[src/rtl/spi_pkg.sv]
// Constants shared by the SPI word serialiser and its receive stage.
package spi_pkg;
  localparam int SPI_WORD_W      = 16;
  localparam int SPI_SYNC_STAGES = 2;
  localparam int SPI_FIFO_DEPTH  = 4;
endpackage

[src/rtl/spi_rx_fifo.sv]
// Synchronous word FIFO with registered pointers and an explicit level counter.
module spi_rx_fifo #(
  parameter int DATA_W = 16,
  parameter int DEPTH  = 4,
  localparam int PTR_W = $clog2(DEPTH),
  localparam int LVL_W = $clog2(DEPTH + 1)
) (
  input  logic              clk,
  input  logic              reset,
  input  logic              i_push,
  input  logic [DATA_W-1:0] i_push_data,
  input  logic              i_pop,
  output logic [DATA_W-1:0] o_rd_data,
  output logic              o_full,
  output logic              o_empty,
  output logic [LVL_W-1:0]  o_level,
  output logic              o_drop
);
  logic [DATA_W-1:0] r_mem [DEPTH];
  logic [PTR_W-1:0]  r_wr_ptr;
  logic [PTR_W-1:0]  r_rd_ptr;
  logic [LVL_W-1:0]  r_level;
  logic              w_wr;
  logic              w_rd;

  assign o_full    = (r_level == LVL_W'(DEPTH));
  assign o_empty   = (r_level == '0);
  assign o_level   = r_level;
  assign o_rd_data = r_mem[r_rd_ptr];

  // A pop frees a slot in the same cycle, so a full FIFO can still accept a push.
  assign w_rd   = i_pop && !o_empty;
  assign w_wr   = i_push && (!o_full || w_rd);
  assign o_drop = i_push && o_full && !w_rd;

  always_ff @(posedge clk) begin
    if (reset) begin
      r_wr_ptr <= '0;
      r_rd_ptr <= '0;
      r_level  <= '0;
      for (int i = 0; i < DEPTH; i++) r_mem[i] <= '0;
    end else begin
      if (w_wr) begin
        r_mem[r_wr_ptr] <= i_push_data;
        r_wr_ptr        <= r_wr_ptr + PTR_W'(1);
      end
      if (w_rd) r_rd_ptr <= r_rd_ptr + PTR_W'(1);
      if (w_wr && !w_rd)      r_level <= r_level + LVL_W'(1);
      else if (!w_wr && w_rd) r_level <= r_level - LVL_W'(1);
    end
  end
endmodule

[src/rtl/spi_slave_rx.sv]
// SPI receive stage: synchronises cs/sclk/data, deserialises MSB-first words on rising
// sclk and buffers them in a FIFO; flags partial frames and overflow.
module spi_slave_rx
  import spi_pkg::*;
#(
  parameter int DATA_W      = SPI_WORD_W,
  parameter int SYNC_STAGES = SPI_SYNC_STAGES,
  parameter int FIFO_DEPTH  = SPI_FIFO_DEPTH,
  localparam int LVL_W      = $clog2(FIFO_DEPTH + 1)
) (
  input  logic              clk,
  input  logic              reset,
  input  logic              spi_cs_l,
  input  logic              spi_sclk,
  input  logic              spi_data,
  output logic [DATA_W-1:0] out_data,
  output logic              out_valid,
  input  logic              out_ready,
  output logic [LVL_W-1:0]  fifo_level,
  output logic              overflow,
  output logic              frame_err,
  input  logic              clr_err
);
  localparam int CNT_W  = $clog2(DATA_W);
  localparam int WARM_N = SYNC_STAGES + 1;
  localparam int WARM_W = $clog2(WARM_N + 1);

  logic [SYNC_STAGES-1:0] r_cs_sync;
  logic [SYNC_STAGES-1:0] r_sclk_sync;
  logic [SYNC_STAGES-1:0] r_data_sync;
  logic                   r_cs_d;
  logic                   r_sclk_d;
  logic [WARM_W-1:0]      r_warm;
  logic                   r_armed;
  logic [DATA_W-1:0]      r_shift;
  logic [CNT_W-1:0]       r_bit_cnt;
  logic                   r_push;
  logic                   r_frame_err;
  logic                   r_overflow;

  logic w_cs;
  logic w_sclk;
  logic w_data;
  logic w_warm;
  logic w_sclk_rise;
  logic w_cs_fall;
  logic w_cs_rise;
  logic w_empty;
  logic w_full;
  logic w_drop;

  assign w_cs   = r_cs_sync[SYNC_STAGES-1];
  assign w_sclk = r_sclk_sync[SYNC_STAGES-1];
  assign w_data = r_data_sync[SYNC_STAGES-1];

  // Edges are suppressed until the chains hold only post-reset samples, so a cs_l that
  // is already low when reset drops cannot look like a fresh frame start.
  assign w_warm      = (r_warm == WARM_W'(WARM_N));
  assign w_sclk_rise = w_warm && w_sclk && !r_sclk_d;
  assign w_cs_fall   = w_warm && !w_cs && r_cs_d;
  assign w_cs_rise   = w_warm && w_cs && !r_cs_d;

  always_ff @(posedge clk) begin
    if (reset) begin
      r_cs_sync   <= '1;
      r_sclk_sync <= '0;
      r_data_sync <= '0;
      r_cs_d      <= 1'b1;
      r_sclk_d    <= 1'b0;
      r_warm      <= '0;
    end else begin
      r_cs_sync   <= {r_cs_sync[SYNC_STAGES-2:0], spi_cs_l};
      r_sclk_sync <= {r_sclk_sync[SYNC_STAGES-2:0], spi_sclk};
      r_data_sync <= {r_data_sync[SYNC_STAGES-2:0], spi_data};
      r_cs_d      <= w_cs;
      r_sclk_d    <= w_sclk;
      if (!w_warm) r_warm <= r_warm + WARM_W'(1);
    end
  end

  // The completed word stays in r_shift while r_push is high, so it feeds the FIFO directly.
  always_ff @(posedge clk) begin
    if (reset) begin
      r_armed     <= 1'b0;
      r_shift     <= '0;
      r_bit_cnt   <= '0;
      r_push      <= 1'b0;
      r_frame_err <= 1'b0;
    end else begin
      r_push      <= 1'b0;
      r_frame_err <= 1'b0;
      if (w_cs_fall) begin
        r_armed   <= 1'b1;
        r_bit_cnt <= '0;
      end else if (w_cs_rise) begin
        if (r_bit_cnt != '0) r_frame_err <= 1'b1;
        r_bit_cnt <= '0;
      end else if (w_sclk_rise && r_armed && !w_cs) begin
        r_shift <= {r_shift[DATA_W-2:0], w_data};
        if (r_bit_cnt == CNT_W'(DATA_W - 1)) begin
          r_bit_cnt <= '0;
          r_push    <= 1'b1;
        end else begin
          r_bit_cnt <= r_bit_cnt + CNT_W'(1);
        end
      end
    end
  end

  always_ff @(posedge clk) begin
    if (reset)        r_overflow <= 1'b0;
    else if (w_drop)  r_overflow <= 1'b1;
    else if (clr_err) r_overflow <= 1'b0;
  end

  spi_rx_fifo #(
    .DATA_W (DATA_W),
    .DEPTH  (FIFO_DEPTH)
  ) u_fifo (
    .clk         (clk),
    .reset       (reset),
    .i_push      (r_push),
    .i_push_data (r_shift),
    .i_pop       (out_ready),
    .o_rd_data   (out_data),
    .o_full      (w_full),
    .o_empty     (w_empty),
    .o_level     (fifo_level),
    .o_drop      (w_drop)
  );

  assign out_valid = !w_empty;
  assign overflow  = r_overflow;
  assign frame_err = r_frame_err;
endmodule

[config.mk]
export PLATFORM = sky130hd
export DESIGN_NAME = spi_slave_rx
export DESIGN_NICKNAME = d
export VERILOG_FILES = /design/src/rtl/spi_pkg.sv /design/src/rtl/spi_rx_fifo.sv /design/src/rtl/spi_slave_rx.sv
export SDC_FILE = /design/constraint.sdc
export NUM_CORES = 1
export LEC_CHECK = 0
export ABC_AREA = 0
export CORE_MARGIN = 1
export CORE_UTILIZATION = 48
export DETAILED_ROUTE_END_ITERATION = 10
export PLACE_DENSITY = 0.77
export SYNTH_ARGS = -nofsm -noshare
export SYNTH_HDL_FRONTEND = slang
export SYNTH_SLANG_ARGS = --single-unit
[constraint.sdc]
create_clock -name clk -period 2.9 [get_ports clk]
set_clock_uncertainty 0.05 [all_clocks]
set_input_delay 0.435 -clock clk [delete_from_list [all_inputs] [get_ports clk]]
set_output_delay 0.435 -clock clk [all_outputs]
set_load 0.01 [all_outputs]
== After elaboration in Yosys (flattened, before gate mapping) ==
Memories as Yosys holds them, arrays and structs flattened. A register that Yosys moved wholly into a read port is not among the register bits.
Cells that the tools add are included.

* Add/sub/neg operators: 6
* Eq/ne operators: 3
* Multiplexer cells: 17
* Bitwise gates (word level): 3
* Reduce and logical (&&, ||, !) cells: 31

{| class="wikitable"
|+ Operators with widths
! kind !! number
|-
| two-way mux 16 bit || 1
|-
| OR reduction 16 bit || 1
|-
| logical AND 1 bit || 14
|-
| two-way mux 1 bit || 10
|-
| zero test 1 bit || 7
|-
| adder 2 x 1 -> 2 bit (second input constant) || 3
|-
| two-way mux 2 bit || 3
|-
| two-way mux 3 bit || 2
|-
| OR reduction 3 bit || 2
|-
| adder 4 x 1 -> 4 bit (second input constant) || 1
|-
| == test 4 bit (second input constant) || 1
|-
| two-way mux 4 bit || 1
|-
| nonzero test 2 bit || 2
|-
| nonzero test 4 bit || 1
|-
| OR reduction 4 bit || 1
|-
| adder 3 x 1 -> 3 bit (second input constant) || 1
|-
| == test 3 bit (second input constant) || 1
|-
| zero test 3 bit || 1
|-
| NOT 1 bit || 3
|-
| AND reduction 3 bit || 1
|-
| subtractor 3 x 1 -> 3 bit (second input constant) || 1
|-
| == test 2 bit (second input constant) || 1
|-
| logical OR 1 bit || 1
|}

* Register bits: 41
* Memory bits (writable): 64
* Bits of input ports: 7
* Output and inout port bits: 22
* Logic and storage cells: 76
* Memories kept: 1

{| class="wikitable"
|+ Memories
! memory !! depth !! width !! read ports !! clocked after memory_dff !! wr ports !! RTL line !! source
|-
| u_fifo.r_mem || 4 || 16 || 1 || 1 || 4 || spi_rx_fifo.sv:19 || <nowiki>logic [DATA_W-1:0] r_mem [DEPTH];</nowiki>
|}

== Logic depth before layout (Yosys ltp) ==
Gate-level depths: netlist of the first run.

* Word-level depth: 10
* Depth in mapped cells: 8

== Hierarchy ==
Synthesis of the first run repeated with hierarchy kept, for this count alone.

* Cells, all modules: 325
* Area, all modules: 4578.1 sq um

{| class="wikitable"
|+ By module, submodules not included
! module !! times used !! cells an instance !! area an instance (sq um) !! seq. area each (sq um)
|-
| spi_rx_fifo || 1 || 203 || 3245.6 || 2102.0
|-
| spi_slave_rx || 1 || 122 || 1332.5 || 680.7
|}

== Worst setup path before layout of the first run ==
OpenSTA, ideal clock, no wires.

* Kind: register to register
* Start: reg u_fifo.r_level[0] (netlist: u_fifo.o_level[0])
* End: reg u_fifo.r_level[2] (netlist: u_fifo.o_level[2])
* Library setup time: 70 ps
* Data arrival time: 2105 ps
* Data required time: 2780 ps
* Path slack: 675 ps
* Stages on the path, launching flop included: 9
* Path buffers: 0
* Clock period less this slack: 2225 ps
* Path through: dfxtp_1 > or4b_4 > and2_1 > ha_1 > inv_1 > fa_1 > xor2_1 > or3_1 > a21oi_1

* Longest elaborated chain between the ends: 8

{| class="wikitable"
|+ RTL lines
! item !! RTL line !! source
|-
| from (decl) || spi_rx_fifo.sv:22 || <nowiki>logic [LVL_W-1:0] r_level;</nowiki>
|-
| from (signal assigned) || spi_rx_fifo.sv:48 || <nowiki>if (w_wr && !w_rd) r_level <= r_level + LVL_W'(1);</nowiki>
|-
| from (signal assigned) || spi_rx_fifo.sv:49 || <nowiki>else if (!w_wr && w_rd) r_level <= r_level - LVL_W'(1);</nowiki>
|-
| zero test 3 bit || spi_rx_fifo.sv:27 || <nowiki>assign o_empty = (r_level == '0);</nowiki>
|-
| zero test 1 bit || spi_rx_fifo.sv:32 || <nowiki>assign w_rd = i_pop && !o_empty;</nowiki>
|-
| logical AND 1 bit || spi_rx_fifo.sv:32 ||
|-
| logical OR 1 bit * || spi_rx_fifo.sv:33 || <nowiki>assign w_wr = i_push && (!o_full || w_rd);</nowiki>
|-
| logical AND 1 bit * || spi_rx_fifo.sv:33 ||
|-
| named net u_fifo.w_wr || spi_rx_fifo.sv:23 || <nowiki>logic w_wr;</nowiki>
|-
| zero test 1 bit || spi_rx_fifo.sv:49 ||
|-
| logical AND 1 bit || spi_rx_fifo.sv:49 ||
|-
| nonzero test 2 bit (no line) || - ||
|}

Mark *: on every way through the listed nets, which the timed path passes. The rest lies on a longest branch. The select of a mux whose other input is x is not followed.
A chain may end at the register's enable or synchronous reset.

==> results of run 1 <==
## metal layers
metal | up-vias | track usage (%) | wire, um
li1 | 1233 | - | -
met4 | 0 | 7.24 | 136
met3 | 12 | 2.74 | 184
met5 | - | 0 | 0
met1 | 1208 | 21.7 | 3500
met2 | 46 | 28.0 | 3720
## registers in the layout, indices dropped and copies added, names as in the netlist, named ones only
| signal | cells |
|---|---|
| u_fifo.r_mem | 64 |
| r_shift | 16 |
| r_bit_cnt | 4 |
| u_fifo.o_level | 3 |
| r_cs_sync | 2 |
| r_data_sync | 2 |
| r_sclk_sync | 2 |
| r_warm | 2 |
| u_fifo.r_rd_ptr | 2 |
| u_fifo.r_wr_ptr | 2 |
| frame_err | 1 |
| overflow | 1 |
| r_armed | 1 |
| r_cs_d | 1 |
| r_push | 1 |
| r_sclk_d | 1 |
## power by group
| group | switching [mW] | internal (mW) |
|---|---|---|
| combinational | 0.0556 | 0.0601 |
| clock | 0.495 | 0.397 |
| sequential | 0.0182 | 1.66 |
| total | 0.569 | 2.12 |
## layout by cell type, fill, tap and decap left out, drive strengths merged, types with 5 or more instances in the layout
cell type,count
nor2b,8
nor2,11
dfxtp,43
clkdlybuf4s50,28
and2,65
xor2,5
inv,8
buf,7
clkbuf,9
mux2i,18
edfxtp,64
mux4,16
a21oi,6
nand2b,18
## logic make-up (layout without fill, tap and decap cells)
logic type | Yosys count | after routing | synth area share (%)
buffers and inverters | 23 | 58 | 2.48
AND/OR/NAND/NOR | 130 | 130 | 18.6
AO/OA/AOI/OAI | 22 | 22 | 3.11
XOR/XNOR | 6 | 6 | 1.16
multiplexers | 34 | 34 | 11.9
adder cells (fa/ha/maj) | 5 | 5 | 1.54
flip-flops | 107 | 107 | 61.2
## how the worst max path moves through the flow
stage                                           to  slack [ns]  depth (start not counted)
finish                                out_data[15]        0.35                          3
global route                          out_data[14]        0.25                          3
CTS                                   out_data[15]        0.30                          3
detailed placement  u_fifo.o_level[2]$_SDFFE_PP0P_        0.09                          9
global placement    u_fifo.o_level[2]$_SDFFE_PP0P_        0.17                          9
floorplan           u_fifo.o_level[2]$_SDFFE_PP0P_        0.67                          8
## area by class of cell
class	count	share of cell area (%)
inverter	7	0.513
clock buffer	9	2.42
multi-input combinational	197	32.2
sequential	107	54.3
timing repair buffer	35	6.50
clock inverter	7	1.32
tap	111	2.71
## through the flow
| stage | cells | hold slack [ns] | setup WS, ns |
|---|---|---|---|
| global placement | 457 | 0.342 | 0.170 |
| global route | 473 | 0.388 | 0.249 |
| detailed placement | 457 | 0.347 | 0.0897 |
| finish | 473 | 0.369 | 0.350 |
| floorplan | 327 | 0.339 | 0.675 |
| CTS | 473 | 0.372 | 0.300 |
==> impl_metrics.tcl, run 1 <==
set metrics [dict create \
    seqCellArea_um2 2780 \
    rsz0062_at_grt "false" \
    power_mw 2.69 \
    synth_fp_nets 339 \
    antenna_left 0 \
    cp.arrival_ns 2.07 \
    hpwl_um 4760 \
    ctsResizeCount 0 \
    synth-edff-count 64 \
    fin_util_pct 55.7 \
    clock.fmax_ghz 0.392 \
    tightest_slew_ns 0.912 \
    crit_chain "buf_4 -> mux4_2 -> clkdlybuf4s50_1" \
    whs_endpoint "r_cs_sync[1]$_SDFF_PP1_" \
    cts_hold_buf 0 \
    io_pins 29 \
    setup_tns_ns 0 \
    portBuffers 28 \
    slew_headroom_pct 39.2 \
    cts_buffers 9 \
    finalMaxSlewViolations 0 \
    place_congestion 0.716 \
    drt-initial-drc-count 77 \
    track_usage_pct 16.8 \
    overflow 0 \
    synth_cells 327 \
    cts.sinks 107 \
    start_util_pct 49.4 \
    r2r_setup_slack_ns 0.51 \
    rows 35 \
    critPathLaunchType "flop" \
    ys.flop_type "edfxtp_1" \
    drt-total-wl_um 7540 \
    final-hold-violation-count 0 \
    clk_pin_slew_ns 0.10 \
    ys_ff_latch 107 \
    yosys_warnings 0 \
    final.min_clock_period_ns 2.55 \
    drc_errors 0 \
    antenna_found_initial 0 \
    cts_buffer_depth 2 \
    synth-seq-area-share_pct 61.2 \
    r2r_start "u_fifo.o_level[0]$_SDFFE_PP0P_" \
    power.density_nw_per_um2 525 \
    path_buf_inv 2 \
    r2r_end "u_fifo.o_level[2]$_SDFFE_PP0P_" \
    crit_fanout 16 \
    status "finished, final reports clean" \
    ff2ff_path_depth 8 \
    via_per_inst 5.28 \
    ys_top_cells_by_count "and2_1 (64), edfxtp_1 (64), dfxtp_1 (43), mux2i_1 (18), nand2b_1 (18)" \
    netlist_area_um2 4540 \
    grt_pass1_vias 2538 \
    fp.dieH_um 99.3 \
    p_leak_nw 1.75 \
    hold_start "r_cs_sync[0]$_SDFF_PP1_" \
    worstPathRequired_ns 2.41 \
    grt_max_degree 49 \
    yosys.area.top_type_share_pct 42.3 \
    setup_viol 0 \
    final.period_utilization_pct 87.9 \
    synth_area_leader_cell "edfxtp_1" \
    syn_to_final_growth_pct 12.7 \
    hp-class "reg2reg" \
    cts_tree "yes" \
    die_width_um 99.3 \
    slowest_stage "mux4_2" \
    cp_top_family "buffers and inverters" \
    core_um2 9200 \
    ys_top_cells_by_area "edfxtp_1 (42%), dfxtp_1 (19%), and2_1 (8.8%), mux4_2 (7.9%), mux2i_1 (4.0%)" \
    dr.pass1.iters 4 \
    maxCapViolCount 0 \
    fillers 768 \
    nets 369 \
    syn_avg_cell_area_um2 13.9 \
    placed_cell_area_um2 4930 \
    cp-end-kind "output pin" \
    wire_per_inst_um 15.9 \
    drive_above_1_share_pct 13.5 \
    multi_input_area_um2 1650 \
    route.vias.total 2499 \
    insertion_delay_ns 0.36 \
    post-route-cell-area_um2 5120 \
    synth-async-reset-ratio_pct 0 \
    n_antenna_cell 0 \
    crit_path_max_incr_delay_ns 0.57 \
    dieArea_um2 9860 \
    post_cts_buffers 0 \
    cts_htree_levels 3 \
    max-vdd-ir-drop_mv 0.253 \
    grt_pass1_wl_um 12500 \
    holdPathStages 1 \
    cts-root-buf "clkbuf_8" \
    ys_types 43 \
    critPathKind "reg2out" \
]
No activity file was read; power rests on OpenSTA's default activity.
==> inputs of run 2 (changes only) <==
- CORE_MARGIN: 1 -> not set
==> results of run 2 <==
No change in the layout: final DEF, timing and power equal those of run 1.
